[config.mk]
export PLATFORM = sky130hd
export DESIGN_NAME = exe_branch_unit_flat
export DESIGN_NICKNAME = d
export VERILOG_FILES = /design/src/rtl/exe_branch_unit_if.sv /design/src/rtl/exe_branch_unit.sv /design/src/flat_wrapper.sv
export SDC_FILE = /design/constraint.sdc
export NUM_CORES = 1
export LEC_CHECK = 0
export BUFFER_PORTS_ARGS = -buffer_cell sky130_fd_sc_hd__buf_2
export CORE_UTILIZATION = 25
export CTS_BUF_LIST = sky130_fd_sc_hd__clkbuf_4 sky130_fd_sc_hd__clkbuf_8
export DETAILED_ROUTE_END_ITERATION = 7
export PLACE_DENSITY_LB_ADDON = 0.15
export SLEW_MARGIN = 25
export SYNTH_ARGS = -nofsm -noshare
export SYNTH_HDL_FRONTEND = slang
export SYNTH_SLANG_ARGS = --single-unit
[constraint.sdc]
create_clock -name clk -period 8.9 [get_ports clk]
set_clock_uncertainty 0.1 [all_clocks]
set_input_delay 0.89 -clock clk [delete_from_list [all_inputs] [get_ports clk]]
set_output_delay 0.89 -clock clk [all_outputs]
set_load 0.005 [all_outputs]
[src/rtl/exe_branch_unit_if.sv]
// Bundles the EXE-stage branch unit command inputs and redirect/status outputs.
// slave is the branch unit side; master is the side driving the EXE slot.
interface exe_branch_unit_if #(
  parameter int ADDR_W    = 16,
  parameter int FLAG_W    = 3,
  parameter int INT_DEPTH = 4
);
  localparam int LVL_W = $clog2(INT_DEPTH + 1);

  logic              valid;
  logic [ADDR_W-1:0] pc;
  logic [ADDR_W-1:0] target;
  logic              br;
  logic [FLAG_W-1:0] cond;
  logic              call;
  logic              ret;
  logic              reti;
  logic              flag_wr;
  logic [FLAG_W-1:0] flags_in;
  logic              int_req;
  logic [ADDR_W-1:0] int_vector;

  logic              int_ack;
  logic              branch_taken;
  logic [ADDR_W-1:0] branch_addr;
  logic [FLAG_W-1:0] flags;
  logic [LVL_W-1:0]  int_level;
  logic              in_isr;
  logic              ras_ovf;
  logic              ras_unf;
  logic              reti_err;

  modport master (
    output valid, pc, target, br, cond, call, ret, reti, flag_wr, flags_in,
           int_req, int_vector,
    input  int_ack, branch_taken, branch_addr, flags, int_level, in_isr,
           ras_ovf, ras_unf, reti_err
  );

  modport slave (
    input  valid, pc, target, br, cond, call, ret, reti, flag_wr, flags_in,
           int_req, int_vector,
    output int_ack, branch_taken, branch_addr, flags, int_level, in_isr,
           ras_ovf, ras_unf, reti_err
  );
endinterface

[src/rtl/exe_branch_unit.sv]
// EXE-stage branch unit: flag register, circular return-address stack and nested
// interrupt-context stack. Optional macro BRU_CTX_FLAGS_EN saves/restores flags with context.
module exe_branch_unit #(
  parameter int ADDR_W    = 16,
  parameter int RAS_DEPTH = 8,
  parameter int INT_DEPTH = 4,
  parameter int FLAG_W    = 3
) (
  input  logic              clk,
  input  logic              rst,
  exe_branch_unit_if.slave  bus
);
  localparam int PTR_W  = $clog2(RAS_DEPTH);
  localparam int CNT_W  = $clog2(RAS_DEPTH + 1);
  localparam int LVL_W  = $clog2(INT_DEPTH + 1);
  localparam int CTX_IW = (INT_DEPTH > 1) ? $clog2(INT_DEPTH) : 1;
  localparam logic [PTR_W-1:0] PTR_LAST = PTR_W'(RAS_DEPTH - 1);
  localparam logic [CNT_W-1:0] CNT_FULL = CNT_W'(RAS_DEPTH);
  localparam logic [LVL_W-1:0] LVL_MAX  = LVL_W'(INT_DEPTH);

  logic [ADDR_W-1:0] r_ras_mem [RAS_DEPTH];
  logic [PTR_W-1:0]  r_ras_ptr;
  logic [CNT_W-1:0]  r_ras_cnt;
  logic [ADDR_W-1:0] r_ctx_pc [INT_DEPTH];
`ifdef BRU_CTX_FLAGS_EN
  logic [FLAG_W-1:0] r_ctx_flags [INT_DEPTH];
`endif
  logic [FLAG_W-1:0] r_flags;
  logic [LVL_W-1:0]  r_int_level;
  logic              r_ras_ovf;
  logic              r_ras_unf;
  logic              r_reti_err;

  logic [PTR_W-1:0]  w_ptr_inc;
  logic [PTR_W-1:0]  w_ptr_dec;
  logic [ADDR_W-1:0] w_ras_top;
  logic              w_ras_empty;
  logic              w_ras_full;
  logic [ADDR_W-1:0] w_pc_inc;
  logic [LVL_W-1:0]  w_lvl_dec;
  logic              w_accept;
  logic              w_taken;
  logic [ADDR_W-1:0] w_addr;
  logic              w_push;
  logic              w_pop;
  logic              w_replace;
  logic              w_unf;
  logic              w_ctx_push;
  logic              w_ctx_pop;
  logic              w_reti_bad;
  logic              w_flag_load;

  // r_ras_ptr is the next write slot; the top entry sits one below it (circular).
  assign w_ptr_inc   = (r_ras_ptr == PTR_LAST) ? '0 : r_ras_ptr + PTR_W'(1);
  assign w_ptr_dec   = (r_ras_ptr == '0) ? PTR_LAST : r_ras_ptr - PTR_W'(1);
  assign w_ras_top   = r_ras_mem[w_ptr_dec];
  assign w_ras_empty = (r_ras_cnt == '0);
  assign w_ras_full  = (r_ras_cnt == CNT_FULL);
  assign w_pc_inc    = bus.pc + ADDR_W'(1);
  assign w_lvl_dec   = r_int_level - LVL_W'(1);
  assign w_accept    = bus.valid & bus.int_req & ~bus.reti & (r_int_level < LVL_MAX);

  always_comb begin
    w_taken     = 1'b0;
    w_addr      = '0;
    w_push      = 1'b0;
    w_pop       = 1'b0;
    w_replace   = 1'b0;
    w_unf       = 1'b0;
    w_ctx_push  = 1'b0;
    w_ctx_pop   = 1'b0;
    w_reti_bad  = 1'b0;
    w_flag_load = 1'b0;
    if (w_accept) begin
      w_taken    = 1'b1;
      w_addr     = bus.int_vector;
      w_ctx_push = 1'b1;
    end else if (bus.valid) begin
      w_flag_load = bus.flag_wr;
      if (bus.reti) begin
        if (r_int_level != '0) begin
          w_taken   = 1'b1;
          w_addr    = r_ctx_pc[w_lvl_dec[CTX_IW-1:0]];
          w_ctx_pop = 1'b1;
        end else begin
          w_reti_bad  = 1'b1;
          w_flag_load = 1'b0;
        end
      end else if (bus.ret) begin
        w_taken = 1'b1;
        w_addr  = w_ras_empty ? '0 : w_ras_top;
        if (w_ras_empty) begin
          w_unf  = 1'b1;
          w_push = bus.call;
        end else if (bus.call) begin
          w_replace = 1'b1;
        end else begin
          w_pop = 1'b1;
        end
      end else if (bus.call) begin
        w_taken = 1'b1;
        w_addr  = bus.target;
        w_push  = 1'b1;
      end else if (bus.br) begin
        w_taken = |(bus.cond & r_flags);
        w_addr  = bus.target;
      end
    end
  end

  always_ff @(posedge clk) begin
    if (rst) begin
      r_flags     <= '0;
      r_ras_ptr   <= '0;
      r_ras_cnt   <= '0;
      r_int_level <= '0;
      r_ras_ovf   <= 1'b0;
      r_ras_unf   <= 1'b0;
      r_reti_err  <= 1'b0;
    end else begin
      if (w_push) begin
        r_ras_ptr <= w_ptr_inc;
        if (w_ras_full) r_ras_ovf <= 1'b1;
        else            r_ras_cnt <= r_ras_cnt + CNT_W'(1);
      end else if (w_pop) begin
        r_ras_ptr <= w_ptr_dec;
        r_ras_cnt <= r_ras_cnt - CNT_W'(1);
      end
      if (w_unf)      r_ras_unf  <= 1'b1;
      if (w_reti_bad) r_reti_err <= 1'b1;
      if (w_ctx_push)     r_int_level <= r_int_level + LVL_W'(1);
      else if (w_ctx_pop) r_int_level <= w_lvl_dec;
`ifdef BRU_CTX_FLAGS_EN
      if (w_ctx_pop)        r_flags <= r_ctx_flags[w_lvl_dec[CTX_IW-1:0]];
      else if (w_flag_load) r_flags <= bus.flags_in;
`else
      if (w_flag_load) r_flags <= bus.flags_in;
`endif
    end
  end

  // Stack storage carries no reset; only the pointers/counts define validity.
  always_ff @(posedge clk) begin
    if (w_push)         r_ras_mem[r_ras_ptr] <= w_pc_inc;
    else if (w_replace) r_ras_mem[w_ptr_dec] <= w_pc_inc;
    if (w_ctx_push) begin
      r_ctx_pc[r_int_level[CTX_IW-1:0]] <= bus.pc;
`ifdef BRU_CTX_FLAGS_EN
      r_ctx_flags[r_int_level[CTX_IW-1:0]] <= r_flags;
`endif
    end
  end

  assign bus.int_ack      = w_accept;
  assign bus.branch_taken = w_taken;
  assign bus.branch_addr  = w_addr;
  assign bus.flags        = r_flags;
  assign bus.int_level    = r_int_level;
  assign bus.in_isr       = (r_int_level != '0);
  assign bus.ras_ovf      = r_ras_ovf;
  assign bus.ras_unf      = r_ras_unf;
  assign bus.reti_err     = r_reti_err;
endmodule

[src/flat_wrapper.sv]
// flat-port wrapper written by rule: the top's interface ports become plain ports
module exe_branch_unit_flat 
#(
  parameter int ADDR_W    = 16,
  parameter int RAS_DEPTH = 8,
  parameter int INT_DEPTH = 4,
  parameter int FLAG_W    = 3
)
  (clk, rst, bus_valid, bus_pc, bus_target, bus_br, bus_cond, bus_call, bus_ret, bus_reti, bus_flag_wr, bus_flags_in, bus_int_req, bus_int_vector, bus_int_ack, bus_branch_taken, bus_branch_addr, bus_flags, bus_int_level, bus_in_isr, bus_ras_ovf, bus_ras_unf, bus_reti_err);
  exe_branch_unit_if #(.ADDR_W(ADDR_W), .FLAG_W(FLAG_W), .INT_DEPTH(INT_DEPTH)) bus_i ();
  input  logic clk;
  input  logic rst;
  input wire logic [$bits(bus_i.valid)-1:0] bus_valid;
  input wire logic [$bits(bus_i.pc)-1:0] bus_pc;
  input wire logic [$bits(bus_i.target)-1:0] bus_target;
  input wire logic [$bits(bus_i.br)-1:0] bus_br;
  input wire logic [$bits(bus_i.cond)-1:0] bus_cond;
  input wire logic [$bits(bus_i.call)-1:0] bus_call;
  input wire logic [$bits(bus_i.ret)-1:0] bus_ret;
  input wire logic [$bits(bus_i.reti)-1:0] bus_reti;
  input wire logic [$bits(bus_i.flag_wr)-1:0] bus_flag_wr;
  input wire logic [$bits(bus_i.flags_in)-1:0] bus_flags_in;
  input wire logic [$bits(bus_i.int_req)-1:0] bus_int_req;
  input wire logic [$bits(bus_i.int_vector)-1:0] bus_int_vector;
  output wire logic [$bits(bus_i.int_ack)-1:0] bus_int_ack;
  output wire logic [$bits(bus_i.branch_taken)-1:0] bus_branch_taken;
  output wire logic [$bits(bus_i.branch_addr)-1:0] bus_branch_addr;
  output wire logic [$bits(bus_i.flags)-1:0] bus_flags;
  output wire logic [$bits(bus_i.int_level)-1:0] bus_int_level;
  output wire logic [$bits(bus_i.in_isr)-1:0] bus_in_isr;
  output wire logic [$bits(bus_i.ras_ovf)-1:0] bus_ras_ovf;
  output wire logic [$bits(bus_i.ras_unf)-1:0] bus_ras_unf;
  output wire logic [$bits(bus_i.reti_err)-1:0] bus_reti_err;
  assign bus_i.valid = bus_valid;
  assign bus_i.pc = bus_pc;
  assign bus_i.target = bus_target;
  assign bus_i.br = bus_br;
  assign bus_i.cond = bus_cond;
  assign bus_i.call = bus_call;
  assign bus_i.ret = bus_ret;
  assign bus_i.reti = bus_reti;
  assign bus_i.flag_wr = bus_flag_wr;
  assign bus_i.flags_in = bus_flags_in;
  assign bus_i.int_req = bus_int_req;
  assign bus_i.int_vector = bus_int_vector;
  assign bus_int_ack = bus_i.int_ack;
  assign bus_branch_taken = bus_i.branch_taken;
  assign bus_branch_addr = bus_i.branch_addr;
  assign bus_flags = bus_i.flags;
  assign bus_int_level = bus_i.int_level;
  assign bus_in_isr = bus_i.in_isr;
  assign bus_ras_ovf = bus_i.ras_ovf;
  assign bus_ras_unf = bus_i.ras_unf;
  assign bus_reti_err = bus_i.reti_err;
  exe_branch_unit #(.ADDR_W(ADDR_W), .RAS_DEPTH(RAS_DEPTH), .INT_DEPTH(INT_DEPTH), .FLAG_W(FLAG_W)) u_core (.clk(clk), .rst(rst), .bus(bus_i));
endmodule
After elaboration in Yosys (flattened, before gate mapping)
Memories as Yosys holds them, arrays and structs flattened.
Cells that the tools add are included.
- RAM bits: 192
- bits in latches: 0
- output and inout bits: 28
- input bits: 63
- memories: 2
- bits in read-only memories: 0
- word-level logic and storage cells: 102
- register bits: 16
- order comparisons: 1
- multiplexer cells: 68
- equality and inequality tests: 3
- $mul: 0
- shift-type cells: 0
- bitwise operators: 5
- $add $sub $neg: 7
- reductions and logical operators: 9
- div/mod/pow operators: 0
- memories (memory ; words ; width ; rd ports ; clocked after Yosys merged registers in ; write ports ; line ; source):
    u_core.r_ras_mem ; 8 ; 16 ; 1 ; 0 ; 1 ; exe_branch_unit.sv:21 ; logic [ADDR_W-1:0] r_ras_mem [RAS_DEPTH];
    u_core.r_ctx_pc ; 4 ; 16 ; 1 ; 0 ; 1 ; exe_branch_unit.sv:24 ; logic [ADDR_W-1:0] r_ctx_pc [INT_DEPTH];
- operators by type and width (operator ; number):
    two-way mux 16 bit ; 9
    two-way mux 1 bit ; 49
    two-way mux 3 bit ; 7
    adder 16 x 1 -> 16 bit, second input constant ; 1
    OR reduction 16 bit ; 1
    two-way mux 4 bit ; 3
    adder 3 x 1 -> 3 bit, second input constant ; 2
    subtractor 3 x 1 -> 3 bit, second input constant ; 2
    adder 4 x 1 -> 4 bit, second input constant ; 1
    equality test 4 bit, second input constant ; 1
    logical NOT 4 bit ; 1
    AND reduction 2 bit ; 2
    nonzero test 2 bit ; 2
    subtractor 4 x 1 -> 4 bit, second input constant ; 1
    AND 1 bit ; 3
    AND 3 bit ; 1
    equality test 3 bit, second input constant ; 1
    logical NOT 3 bit ; 1
    less-than comparator 3 bit, second input constant ; 1
    nonzero test 3 bit ; 1
    OR reduction 3 bit ; 1
    inequality test 2 bit, second input constant ; 1
    NOT 1 bit ; 1

Longest topological paths before layout
- depth after elaboration: 11
- mapped depth: 11
- depth with buffers taken out: 8

Worst setup path before layout
No wires, ideal clock.
- path type: flip-flop to output port
- from: register u_core.r_int_level[0], in the netlist u_core.bus.int_level[0]
- to: output port bus_branch_addr[10]
- slack: 4865 ps
- cell stages (with the launch flop): 10
- required time: 7910 ps
- path buffers: 4
- data arrival time: 3045 ps
- path through: dfxtp_1 clkbuf_1 buf_2 inv_1 ha_1 clkbuf_1 clkbuf_1 mux4_2 a22o_1 a221o_1
- longest elaborated chain between the ends: 6
- elaborated cells between the ends (all ways): 9
- those cells by class: add/sub: 1; order compare: 1; mux: 4; bitwise: 1; reduce/logical: 1; memory: 1
- RTL lines (item ; line ; source):
    from (decl) ; exe_branch_unit.sv:29 ; logic [LVL_W-1:0] r_int_level;
    from (signal assigned) ; exe_branch_unit.sv:131 ; if (w_ctx_push) r_int_level <= r_int_level + LVL_W'(1);
    from (signal assigned) ; exe_branch_unit.sv:132 ; else if (w_ctx_pop) r_int_level <= w_lvl_dec;
    subtractor 3 x 1 -> 3 bit ; exe_branch_unit.sv:60 ; assign w_lvl_dec = r_int_level - LVL_W'(1);
    memory (4 x 16 bit) ; -- ;
    two-way mux 16 bit ; exe_branch_unit.sv:81 ; if (r_int_level != '0) begin
    two-way mux 16 bit ; exe_branch_unit.sv:80 ; if (bus.reti) begin
    two-way mux 16 bit ; exe_branch_unit.sv:78 ; end else if (bus.valid) begin
    two-way mux 16 bit * ; exe_branch_unit.sv:74 ; if (w_accept) begin
    to (decl) ; flat_wrapper.sv:27 ; output wire logic [$bits(bus_i.branch_addr)-1:0] bus_branch_addr;
Mark *: on every way between the ends. The rest lies on a longest branch, timed or not.

Worst setup path after layout
- from: register u_core.r_int_level[0], in the netlist u_core.bus.int_level[0]
- to: output port bus_branch_addr[13]
The elaborated chain is that of the path after synthesis.

==> results.md <==
* Crit path DAT at about 3500 ps
* P_int at approximately 1700 uW
* I/O pin count at a little over 90
* Input/output buffers at 90
* Final min period at 4490 ps
* RSZ-0062 raised after global routing: no
* Total CTS buffers at 37
* Async S/R FF share, synth at 0
* Vias in the first global route at about 5,400
* Commonest non-fill, non-tap cell in the layout: edfxtp_1
* CTS Root Cell: clkbuf_8
* First-pass GRT wire length at roughly 35,000 um
* Seq cells post-synth at around 210
* Peak supply drop at ~100 uV
* Worst min path class: reg -> reg
* Remaining antenna violation count after routing at 0
* Total GRT Usage at 0.132
* CP top delay family: adder cells
* WL per Instance at 21.5 um
* Overflow after GRT at 0
* Logic pwr share at 0.113
* Status: finished, final reports clean
* Final net count at between 600 and 700
* Layout cell share with drive strength beyond 1 at 0.347
* Drt total wl at 23,800 um
* Final Instance Area at roughly 11,000 um^2
* CORE AREA at between 30,000 and 40,000 um^2
* RD Place Congestion at 0.795
* Nature of the critical path endpoint: output port
* Crit path largest cell delay at 950 ps
* Die Ht at between 150 and 200 um
* CTS tree: done
* Rows at 68
* Post-Place Cell Area at 9870 um^2
* Initial antenna violation count at 1
* Slowest CP cell: ha_1
* Synth unique cells at 50
* Initial core utilization at 0.255
* Die Area at 36,200 um^2
* Die W at around 190 um
* Cells along the critical path: buf_4 -> inv_1 -> ha_1 -> mux4_2 -> a222oi_1 -> o21ai_0 -> buf_2
* CTS sink count at 208
* FMAX at 223 MHz
* Startpoint Class: flop
* YS warnings at 0
* Least-Margin Pin Slew at 978 ps
* Syn Inst Count at 505
* Synthesized area per cell at between 15 and 20 um^2
* Clk Latency, worst-skew pair at 510 ps
* Setup CP Type: reg -> out
* Relative slew margins at 0.348
* Clock share of power at 0.407
* Crit share post-route at 0.504
* Cell area after synthesis at about 8900 um^2
* Clock transition at path regs at 50 ps
* Sequential element share of the synthesized area at 0.687
* H-tree Lvls at 2
* CTS resizes at 0
* Via count at 5,157
* DR iter-0 viols at 333
* Setup Buffers After CTS at 0
* P_leak at 0.00361 uW
* Clk buf depth at 3
* Biggest area consumer among synthesized cells: edfxtp_1
* Slew Viols, Final at 0
* Post-route DRC at 0
* Synth-to-layout area growth at 20.2%
* Syn nets at 580
* DRT Pass-1 Iters at 5
* Sw Pwr at 551 uW
* Cts-stage hold buffer count at 0
* Vias per std cell at 4.68
* Largest net degree at the start of global routing at 34
* Area contributors post-synth: edfxtp_1, mux4_2, dfxtp_1, a22o_1, ha_1
* Top-area cell type share of the netlist area at 0.651
* Switching Share at 0.242
* Sequential Power Share at 0.481
* # setup viols final at 0
* WP data required at 7910 ps
* Hpwl dp at 15,300 um
* Crit path buf inv count at 3
* Most frequent cells in the layout: edfxtp_1, buf_2, mux4_2
* Post-synth EDFFs at 192
* Dominant synthesized flop cell: edfxtp_1
* Pwr dens at 214 nW/um^2
* Diode count at 0
* Hold Violations, Final at 0
* Setup TNS at 0 ps
* Max-cap violations at 0
* Crit Path Max Fanout at 20
## final timing paths
check / startpoint / end / slack [ps] / cells past startpoint
hold reg to reg: u_core.bus.ras_ovf / u_core.bus.ras_ovf / 380 / 2
hold / removal: u_core.bus.ras_ovf / u_core.bus.ras_ovf / 380 / 2
setup / recovery: u_core.bus.int_level[0] / bus_branch_addr[13] / 4410 / 7
setup reg to reg: u_core.r_ras_cnt[0] / u_core.r_ras_cnt[3] / 5970 / 7
## state kept, by name, summed over array words and instances (netlist names)
| register | flops |
|---|---|
| u_core.bus.reti_err | 1 |
| u_core.r_ras_mem | 128 |
| u_core.r_ras_cnt | 4 |
| u_core.bus.ras_unf | 1 |
| u_core.r_ctx_pc | 64 |
| u_core.bus.int_level | 3 |
| u_core.r_ras_ptr | 3 |
| u_core.bus.ras_ovf | 1 |
| u_core.bus.flags | 3 |
## logic make-up (layout without fill, tap and decap cells)
logic type	count (synthesis)	in the layout	share of synthesized area
AO/OA/AOI/OAI	78	78	0.0729
XOR/XNOR	18	18	0.0178
adder cells (fa/ha/maj)	12	12	0.0170
buffers and inverters	41	184	0.0198
flip-flops	208	208	0.687
multiplexers	59	59	0.135
AND/OR/NAND/NOR	89	89	0.0503
## area by class of cell
| type | instances | area (um^2) |
|---|---|---|
| Timing Repair Buffer | 105 | 567 |
| Tap cell | 455 | 569 |
| Clock inverter | 11 | 108 |
| Multi-Input combinational cell | 256 | 2610 |
| Clock buffer | 54 | 656 |
| Inverter | 14 | 52.6 |
| Fill cell | 3494 | 24100 |
| Sequential cell | 208 | 6090 |
## cells in the mapped netlist (6+ instances only)
library cell  number
a21oi_1           10
a221o_1           12
a22o_1            24
and2_1             6
clkbuf_1          18
dfxtp_1           16
edfxtp_1         192
ha_1              12
inv_1             13
mux2i_1           10
mux4_2            48
nand2_1           16
nand3_1           14
nor2_1            27
o21ai_0            7
xnor2_1           11
xor2_1             7
## stage by stage
step           total power [uW]  setup WS [ps]  cells   util  hold slack (ps)
2_1_floorplan              1270           4860    505      -              361
5_1_grt                    2370           4190   1103  0.307              434
6_report                   2280           4410   1103  0.307              384
4_1_cts                    2310           4310   1102  0.306              392
3_5_place_dp               1380           4740   1037  0.284              376
3_3_place_gp               1370           4770   1037  0.284              368
## worst reg2reg max path: stages (launching register included)
cell      delay, ps
dfxtp_1         410
o41a_4          570
nor4_4          500
inv_2           160
ha_1            380
a311oi_2        120
or4_1           490
a21oi_1         140
## power by group through the flow
stage / clock, uW / sequential, uW / combinational, uW
after floorplan: 0 / 1110 / 160
after global placement: 0 / 1110 / 260
after detailed placement: 0 / 1110 / 261
after CTS: 952 / 1090 / 262
after global routing: 994 / 1100 / 281
final: 926 / 1090 / 257
## layer usage
layer | vias up | routed length [um] | GRT usage
met5 | - | 8 | 0
met2 | 161 | 11200 | 0.214
met4 | 2 | 462 | 0.0388
met1 | 2648 | 10900 | 0.179
met3 | 40 | 1250 | 0.0271
li1 | 2306 | - | -
Power figures use the tool's default switching activity.
